===== src/rtl/aes_enc_arbiter.sv =====
// Round-robin arbiter sharing one iterative AES encipher core between two
// requesters; times the core latency and returns ciphertext to the winner.
module aes_enc_arbiter #(
    parameter int Nk       = 4,
    parameter int CORE_LAT = Nk + 8
) (
    input  logic         clk,
    input  logic         reset,
    input  logic [1:0]   req_valid,
    output logic [1:0]   req_ready,
    input  logic [127:0] req_data0,
    input  logic [127:0] req_data1,
    output logic [1:0]   rsp_valid,
    input  logic [1:0]   rsp_ready,
    output logic [127:0] rsp_data,
    output logic         core_enable,
    output logic [127:0] core_load,
    input  logic [127:0] core_out,
    output logic         busy
);

    typedef enum logic [1:0] {
        IDLE,
        LOAD,
        RUN,
        RESP
    } state_t;

    localparam logic [4:0] LAT = 5'(CORE_LAT);

    state_t     state;
    logic       ptr;
    logic       grant;
    logic       gsel;
    logic [4:0] cnt;

    // Pointer holder wins a tie; otherwise whichever requester is valid.
    assign gsel = req_valid[ptr] ? ptr : ~ptr;

    always_comb begin
        req_ready = 2'b00;
        if (state == IDLE && reset && (|req_valid))
            req_ready[gsel] = 1'b1;
    end

    assign busy = (state != IDLE);

    always_ff @(posedge clk) begin
        if (!reset) begin
            state       <= IDLE;
            ptr         <= 1'b0;
            grant       <= 1'b0;
            cnt         <= '0;
            rsp_valid   <= 2'b00;
            rsp_data    <= '0;
            core_enable <= 1'b0;
            core_load   <= '0;
        end else begin
            unique case (state)
                IDLE: begin
                    if (|req_valid) begin
                        core_load   <= gsel ? req_data1 : req_data0;
                        grant       <= gsel;
                        core_enable <= 1'b1;
                        state       <= LOAD;
                    end
                end
                LOAD: begin
                    core_enable <= 1'b0;
                    cnt         <= 5'd1;
                    state       <= RUN;
                end
                RUN: begin
                    cnt <= cnt + 5'd1;
                    if (cnt == LAT) begin
                        rsp_data  <= core_out;
                        rsp_valid <= grant ? 2'b10 : 2'b01;
                        state     <= RESP;
                    end
                end
                RESP: begin
                    // Only the granted requester's accept ends the response.
                    if (rsp_ready[grant]) begin
                        rsp_valid <= 2'b00;
                        ptr       <= ~grant;
                        state     <= IDLE;
                    end
                end
                default: state <= IDLE;
            endcase
        end
    end

endmodule

===== config.mk =====
export PLATFORM = sky130hd
export DESIGN_NAME = aes_enc_arbiter
export DESIGN_NICKNAME = d
export VERILOG_FILES = /design/src/rtl/aes_enc_arbiter.sv
export SDC_FILE = /design/constraint.sdc
export NUM_CORES = 1
export LEC_CHECK = 0
export BUFFER_PORTS_ARGS = -buffer_cell sky130_fd_sc_hd__buf_2
export CELL_PAD_IN_SITES_DETAIL_PLACEMENT = 2
export CELL_PAD_IN_SITES_GLOBAL_PLACEMENT = 2
export CORE_AREA = 4 4 251 253
export DETAILED_ROUTE_END_ITERATION = 6
export DIE_AREA = 0 0 255 257
export PLACE_DENSITY = 0.78
export SKIP_CTS_REPAIR_TIMING = 1
export SLEW_MARGIN = 25
export SYNTH_ARGS = -nofsm -noshare
export SYNTH_HDL_FRONTEND = slang
export SYNTH_SLANG_ARGS = --single-unit

===== constraint.sdc =====
create_clock -name clk -period 1.9 [get_ports clk]
set_clock_uncertainty 0.05 [all_clocks]
set_input_delay 0.38 -clock clk [delete_from_list [all_inputs] [get_ports clk]]
set_output_delay 0.38 -clock clk [all_outputs]
set_load 0.01 [all_outputs]

==> results of run 1 <==
-- state kept, by name, summed over array words and instances, names as in the netlist --
register and flops:
rsp_data 128, cnt 5, core_enable 1, rsp_valid 2, grant 1, state 2
core_load 128, ptr 1
-- cell usage in the layout, fill, tap and decap left out, drive strengths merged, types with 2 or more instances in the layout --
master and n:
dfxtp 268, mux2i 133, nand2 262, dlygate4sd3 45, or3 2, ha 6
xor2 3, nor2 139, diode 5, nand4 2, clkinv 6, o21ai 3
inv 10, a21oi 130, clkbuf 50, a211oi 130, buf 712
-- tightest hold or removal path, cell delays in order --
cell	delay, ns
buf_2	0.09
nand2_1	0.05
a21oi_1	0.05
-- through the flow --
step	instances	hold WS (ns)	utilization [%]	cell area, um^2
6_report	2708	0.002937	27.38	16710
5_1_grt	2707	-0.007140	27.37	16700
4_1_cts	2644	-0.04841	26.01	15880
3_5_place_dp	2591	0.3967	24.47	14940
3_3_place_gp	2591	0.3890	24.47	14940
2_1_floorplan	1199	0.4305	-	10580
-- report_power, final --
group | switching, uW | internal (uW)
Combinational | 3990 | 3080
Clock | 2400 | 3240
Sequential | 588 | 6650
Total | 6970 | 13000
-- area by class of cell --
class	count	area, um^2	area share, %
multi-input combinational	822	4788	28.66
sequential	268	5375	32.17
clock buffer	46	902.1	5.400
inverter	9	46.29	0.2771
antenna	5	12.51	0.07489
clock inverter	7	38.79	0.2322
timing repair buffer	761	4556	27.27
tap	790	988.4	5.916
-- per-layer routing --
metal / vias up / routed length, um
met1: 5485 / 18680
met2: 442 / 26560
met3: 71 / 3792
met5: - / 13
met4: 2 / 1199
li1: 5498 / -
-- cells by family (layout without fill, tap and decap cells) --
| family | Yosys count | after routing | synth area share, % |
|---|---|---|---|
| AND/OR/NAND/NOR | 412 | 412 | 14.95 |
| buffers and inverters | 109 | 823 | 4.840 |
| XOR/XNOR | 3 | 3 | 0.2485 |
| flip-flops | 268 | 268 | 50.74 |
| AO/OA/AOI/OAI | 267 | 267 | 15.82 |
| other | 0 | 5 | 0 |
| multiplexers | 134 | 134 | 12.70 |
| adder cells (fa/ha/maj) | 6 | 6 | 0.7100 |
-- worst min-delay path by stage --
stage | to | slack, ns | cells after the start
finish | rsp_data[25] | 0.003 | 3
global route | rsp_data[36] | -0.007 | 3
CTS | rsp_data[56] | -0.05 | 3
detailed placement | rsp_data[45] | 0.40 | 2
global placement | rsp_data[25] | 0.39 | 2
floorplan | rsp_data[0] | 0.43 | 2
==> out/metrics.cfg, run 1 <==
[cells_and_area]
area_growth_pct=58.01
fillers=7059
drive_gt1_share_pct=41.04
nNetsFinal=2289

[sta]
timing.final.crit_share_pct=109.1
tns_ns=-0.2513
max_freq_mhz=482.4
finalHoldViolations=0
finalMaxSlewViolations=0
worst_slew_pin_slew_ns=0.6438
fin_ws_ns=-0.1731
relSlewSlack_pct=57.08
setup_viol=2
min_period_ns=2.073
rsz0062_at_grt=true

[cts]
clock_sinks=268
clk_path_buf_depth=3
clk_latency_ns=0.57
cts_made_buffers=31
cts_tree=yes
cts_root_buffer=clkbuf_16
h-tree-depth=1
cts.clk_slew.worst_paths_ns=0.06

[critical_path]
cp-endpoint=req_ready[0]
critical_path.startpoint=state[0]
r2r-start=ptr
reg2reg_depth=6
rr_endpoint=core_load[107]
crit_path_max_fanout=4
worst-path-buf-inv=3
max_stage_delay_ns=0.34
worstSetupPathType=reg2out
crit_slowest_cell=dfxtp_2
rrSetupSlack_ns=0.04
crit_required_ns=1.47
critical_path_depth=6
start_kind=flip-flop
arrival_ns=1.64
path_cells=inv_2 > ha_4 > inv_4 > nor2_4 > and3_4 > buf_6
end_kind=output pin
cp_top_family=flip-flops

[detailed_routing]
dr.pass1.iters=5
drc=0
viasPerCell=4.246
ant_nets=0
first_iter_violations=295
wl_mm=50.24
via_count=11498
wl_per_cell_um=18.55

[yosys]
syn_nets=1595
synth_flop_cell=dfxtp_1
synth.avg_cell_area_um2=8.819
synth.most_common_cell=dfxtp_1
synth.cell_area_mm2=0.01057
yosys.cell_types.count=30
synthTopCellsByCount=268 x dfxtp_1, 262 x nand2_1, 138 x nor2_1
synth_edf_count=0
synth-seq-cells=268
synth_area_leaders=dfxtp_1 51%, mux2i_1 13%, nand2_1 9.3%
yosysTopAreaCell=dfxtp_1
yosysWarnings=0
seq_area_frac_synth_pct=50.74
synthArstFlopShare_pct=0
synth_top_cell_area_share_pct=50.74
synthCells=1199

[grt]
grtUsageMet3_pct=3.911
use_met2_pct=25.74
top_usage_layer=met2
grt_overflow=0
grt_usage_pct=13.41
grt_pass1_wl_mm=70.19
grt_max_degree=115
met1_usage_pct=14.03
antenna_found_initial=7
first_global_vias=12419

[placement]
dp_hpwl_mm=37.78
post-place-ws_ns=-0.04066
port_buffers=651
gp_congestion=0.8264

[die]
row_count=91
io_pins=652
die_height_um=257
die-area_mm2=0.06554
core_mm2=0.06103
dieWidth_um=255
initial_core_util_pct=17.33

[power]
powerDensity_mw_per_mm2=1194
p_total_uw=19950
ir_drop_v=0.0007332
p_leak_uw=0.007801

[min_path]
hp-class=in2reg
min-delay-start=core_out[25]

[outcome]
outcome=finished, violations left
violations=setup timing

[job]
drv_cap=0

Note: power is estimated with default switching activity, not from simulation.
==> inputs of run 2 (changes only) <==
--- a/config.mk
+++ b/config.mk
@@ -8,10 +8,10 @@
 export BUFFER_PORTS_ARGS = -buffer_cell sky130_fd_sc_hd__buf_2
 export CELL_PAD_IN_SITES_DETAIL_PLACEMENT = 2
 export CELL_PAD_IN_SITES_GLOBAL_PLACEMENT = 2
-export CORE_AREA = 4 4 251 253
+export CORE_AREA = 4 4 254 256
 export DETAILED_ROUTE_END_ITERATION = 6
-export DIE_AREA = 0 0 255 257
-export PLACE_DENSITY = 0.78
+export DIE_AREA = 0 0 258 260
+export PLACE_DENSITY = 0.74
 export SKIP_CTS_REPAIR_TIMING = 1
 export SLEW_MARGIN = 25
 export SYNTH_ARGS = -nofsm -noshare
==> constraint.sdc (replaced) <==
create_clock -name clk -period 2 [get_ports clk]
set_clock_uncertainty 0.05 [all_clocks]
set_input_delay 0.4 -clock clk [delete_from_list [all_inputs] [get_ports clk]]
set_output_delay 0.4 -clock clk [all_outputs]
set_load 0.01 [all_outputs]
==> run 2 against run 1 <==
The run still ends with setup timing left. Clock-buffer cell count rose by 8. Setup slack better by 0.099 ns. Clock power rose by 8.7%. Critical path type unchanged. Largest power group unchanged.
==> out/metrics.cfg, run 2 (same netlist as run 1, synthesis figures left out) <==
[outcome]
outcome=finished, violations left
violations=setup timing

[grt]
grt_usage_pct=13.62  ; +0.21 points
first_global_vias=12239  ; -1.4%
grt_max_degree=112  ; -2.6%
antenna_found_initial=12  ; +5
grt_pass1_wl_mm=71.75  ; +2.2%
grt_overflow=0  ; unchanged

[die]
core_mm2=0.06250  ; +2.4%
die_height_um=260  ; +1.2%
io_pins=652  ; unchanged
row_count=92  ; +1.1%
initial_core_util_pct=16.92  ; -0.41 points
dieWidth_um=258  ; +1.2%
die-area_mm2=0.06708  ; +2.4%

[power]
p_int_uw=12560  ; -3.2%
comb_power_share_pct=32.4  ; -3.0 points
p_sw_uw=6646  ; -4.7%
powerDensity_mw_per_mm2=1187  ; -0.62%
swShare_pct=34.60  ; -0.34 points
ir_drop_v=0.0005412  ; -26%
power.clock.fraction_pct=31.9  ; +3.6 points
p_leak_uw=0.007561  ; -3.1%
p_seq_share_pct=35.7  ; -0.6 points

[cts]
clock_sinks=268  ; unchanged
clk_path_buf_depth=3  ; unchanged
h-tree-depth=2  ; +1
cts.clk_slew.worst_paths_ns=0.05  ; about the same
cts_tree=yes
cts_root_buffer=clkbuf_16
clk_latency_ns=0.52  ; -0.05 ns
cts_made_buffers=35  ; +13%

[critical_path]
end_kind=output pin
max_stage_delay_ns=0.34  ; about the same
arrival_ns=1.62  ; -0.02 ns
r2r-start=state[0]
reg2reg_depth=7  ; +1
start_kind=flip-flop
rr_endpoint=state[1]
crit_slowest_cell=dfxtp_2
rrSetupSlack_ns=0.06  ; +0.02 ns
crit_required_ns=1.55  ; +0.08 ns
crit_path_max_fanout=3  ; -1
path_cells=inv_2 > ha_4 > inv_4 > nor2_4 > and3_4 > buf_6
worstSetupPathType=reg2out
critical_path.startpoint=state[1]

[sta]
finalHoldViolations=0  ; unchanged
relSlewSlack_pct=57.65  ; +0.57 points
timing.final.crit_share_pct=103.7
min_period_ns=2.074
setup_viol=2  ; unchanged
worst_slew_pin_slew_ns=0.6353  ; -0.008541 ns
max_freq_mhz=482.2
rsz0062_at_grt=true
finalMaxSlewViolations=0  ; unchanged
fin_ws_ns=-0.07389  ; +0.09922 ns

[detailed_routing]
first_iter_violations=327  ; +11%
viasPerCell=4.149  ; -2.3%
ant_nets=0  ; unchanged
via_count=11255  ; -2.1%
met2_length_mm=25.98  ; -2.2%
dr_wl_met3_mm=4.109  ; +8.4%
wl_per_cell_um=18.17  ; -2.0%
routed.top_layer=met5
wl_met1_mm=18.11  ; -3.1%
drc=0  ; unchanged
dr.pass1.iters=4  ; -1
wl_mm=49.31  ; -1.9%

[min_path]
min-delay-start=core_out[110]
hp-class=in2reg
hold_end=rsp_data[110]
whs_path_depth=3  ; unchanged

[cells_and_area]
drive_gt1_share_pct=41.38  ; +0.34 points
final_cell_mix=650 x buf_2, 265 x dfxtp_1, 261 x nand2_1
fin_area_mm2=0.01619  ; -3.1%
area_growth_pct=53.07
nNetsFinal=2232  ; -2.5%
reg_top3=core_load x128, rsp_data x128, cnt x5
layout_commonest_cell=buf_2
final_util_pct=25.89  ; -1.5 points

[job]
drv_cap=0  ; unchanged

[placement]
port_buffers=651  ; unchanged
gp_congestion=0.8265  ; about the same
placed_cell_area_mm2=0.01495  ; +0.12%
dp_hpwl_mm=38.60  ; +2.2%

==> run 2: cell types whose count changed in the layout (fill, tap and decap cells not counted), moves of 2 or more <==
cell | previous run | this run
dlygate4sd3_1 | 45 | 0
clkbuf_8 | 7 | 9
clkinvlp_4 | 0 | 2
mux2i_2 | 6 | 1
buf_4 | 31 | 34
buf_6 | 15 | 2
clkbuf_16 | 35 | 37
buf_16 | 4 | 0
buf_12 | 12 | 14
mux2i_1 | 125 | 131
==> run 2: layout make-up <==
type	instances	area, um^2
Antenna cell	6	15.01
Clock buffer	54	1080
Clock inverter	8	45.04
Fill cell	7363	46320
Inverter	9	43.79
Multi-Input combinational cell	822	4761
Sequential cell	268	5371
Tap cell	846	1059
Timing Repair Buffer	700	3811
==> run 2: per-layer routing <==
layer  global-route usage, %  vias to the layer above
met5                       0                        -
met4                   3.828                        4
met3                   4.840                       66
met2                   25.84                      430
met1                   14.11                     5378
li1                        -                     5377
==> run 2: critical path: cells and delay by family, from the launching register on <==
kind / cells / cell delay (ns)
buffers and inverters: 3 / 0.26
and+or+nand+nor: 2 / 0.34
adders and majority gates: 1 / 0.16
DFF: 1 / 0.34
==> run 2: power groups by stage <==
stage,Clock (uW),Sequential [uW],Combinational [uW]
final,6130,6860,6220
after global routing,6590,6980,6860
after CTS,6420,6860,6190
after detailed placement,0,6950,6160
after global placement,0,6890,5890
after floorplan,0,7300,3040
==> run 2: metrics by stage <==
stage          cells  setup WS (ns)  total power, uW  setup TNS (ns)  hold slack (ns)
6_report        2713       -0.07389            19210         -0.1341          0.05950
5_1_grt         2711        -0.1809            20430         -0.4159          0.02700
4_1_cts         2702        -0.4563            19480          -1.085         0.007652
3_5_place_dp    2640       -0.02406            13110        -0.02406           0.3983
3_3_place_gp    2640       0.006372            12790               0           0.3887
2_1_floorplan   1199        0.09060            10340               0           0.4305
==> run 2: worst max path at each step <==
stage	endpoint	slack, ns
after floorplan	req_ready[0]	0.09
after global placement	core_load[119]	0.006
after detailed placement	core_load[119]	-0.02
after CTS	req_ready[0]	-0.46
after global routing	req_ready[0]	-0.18
final	req_ready[0]	-0.07
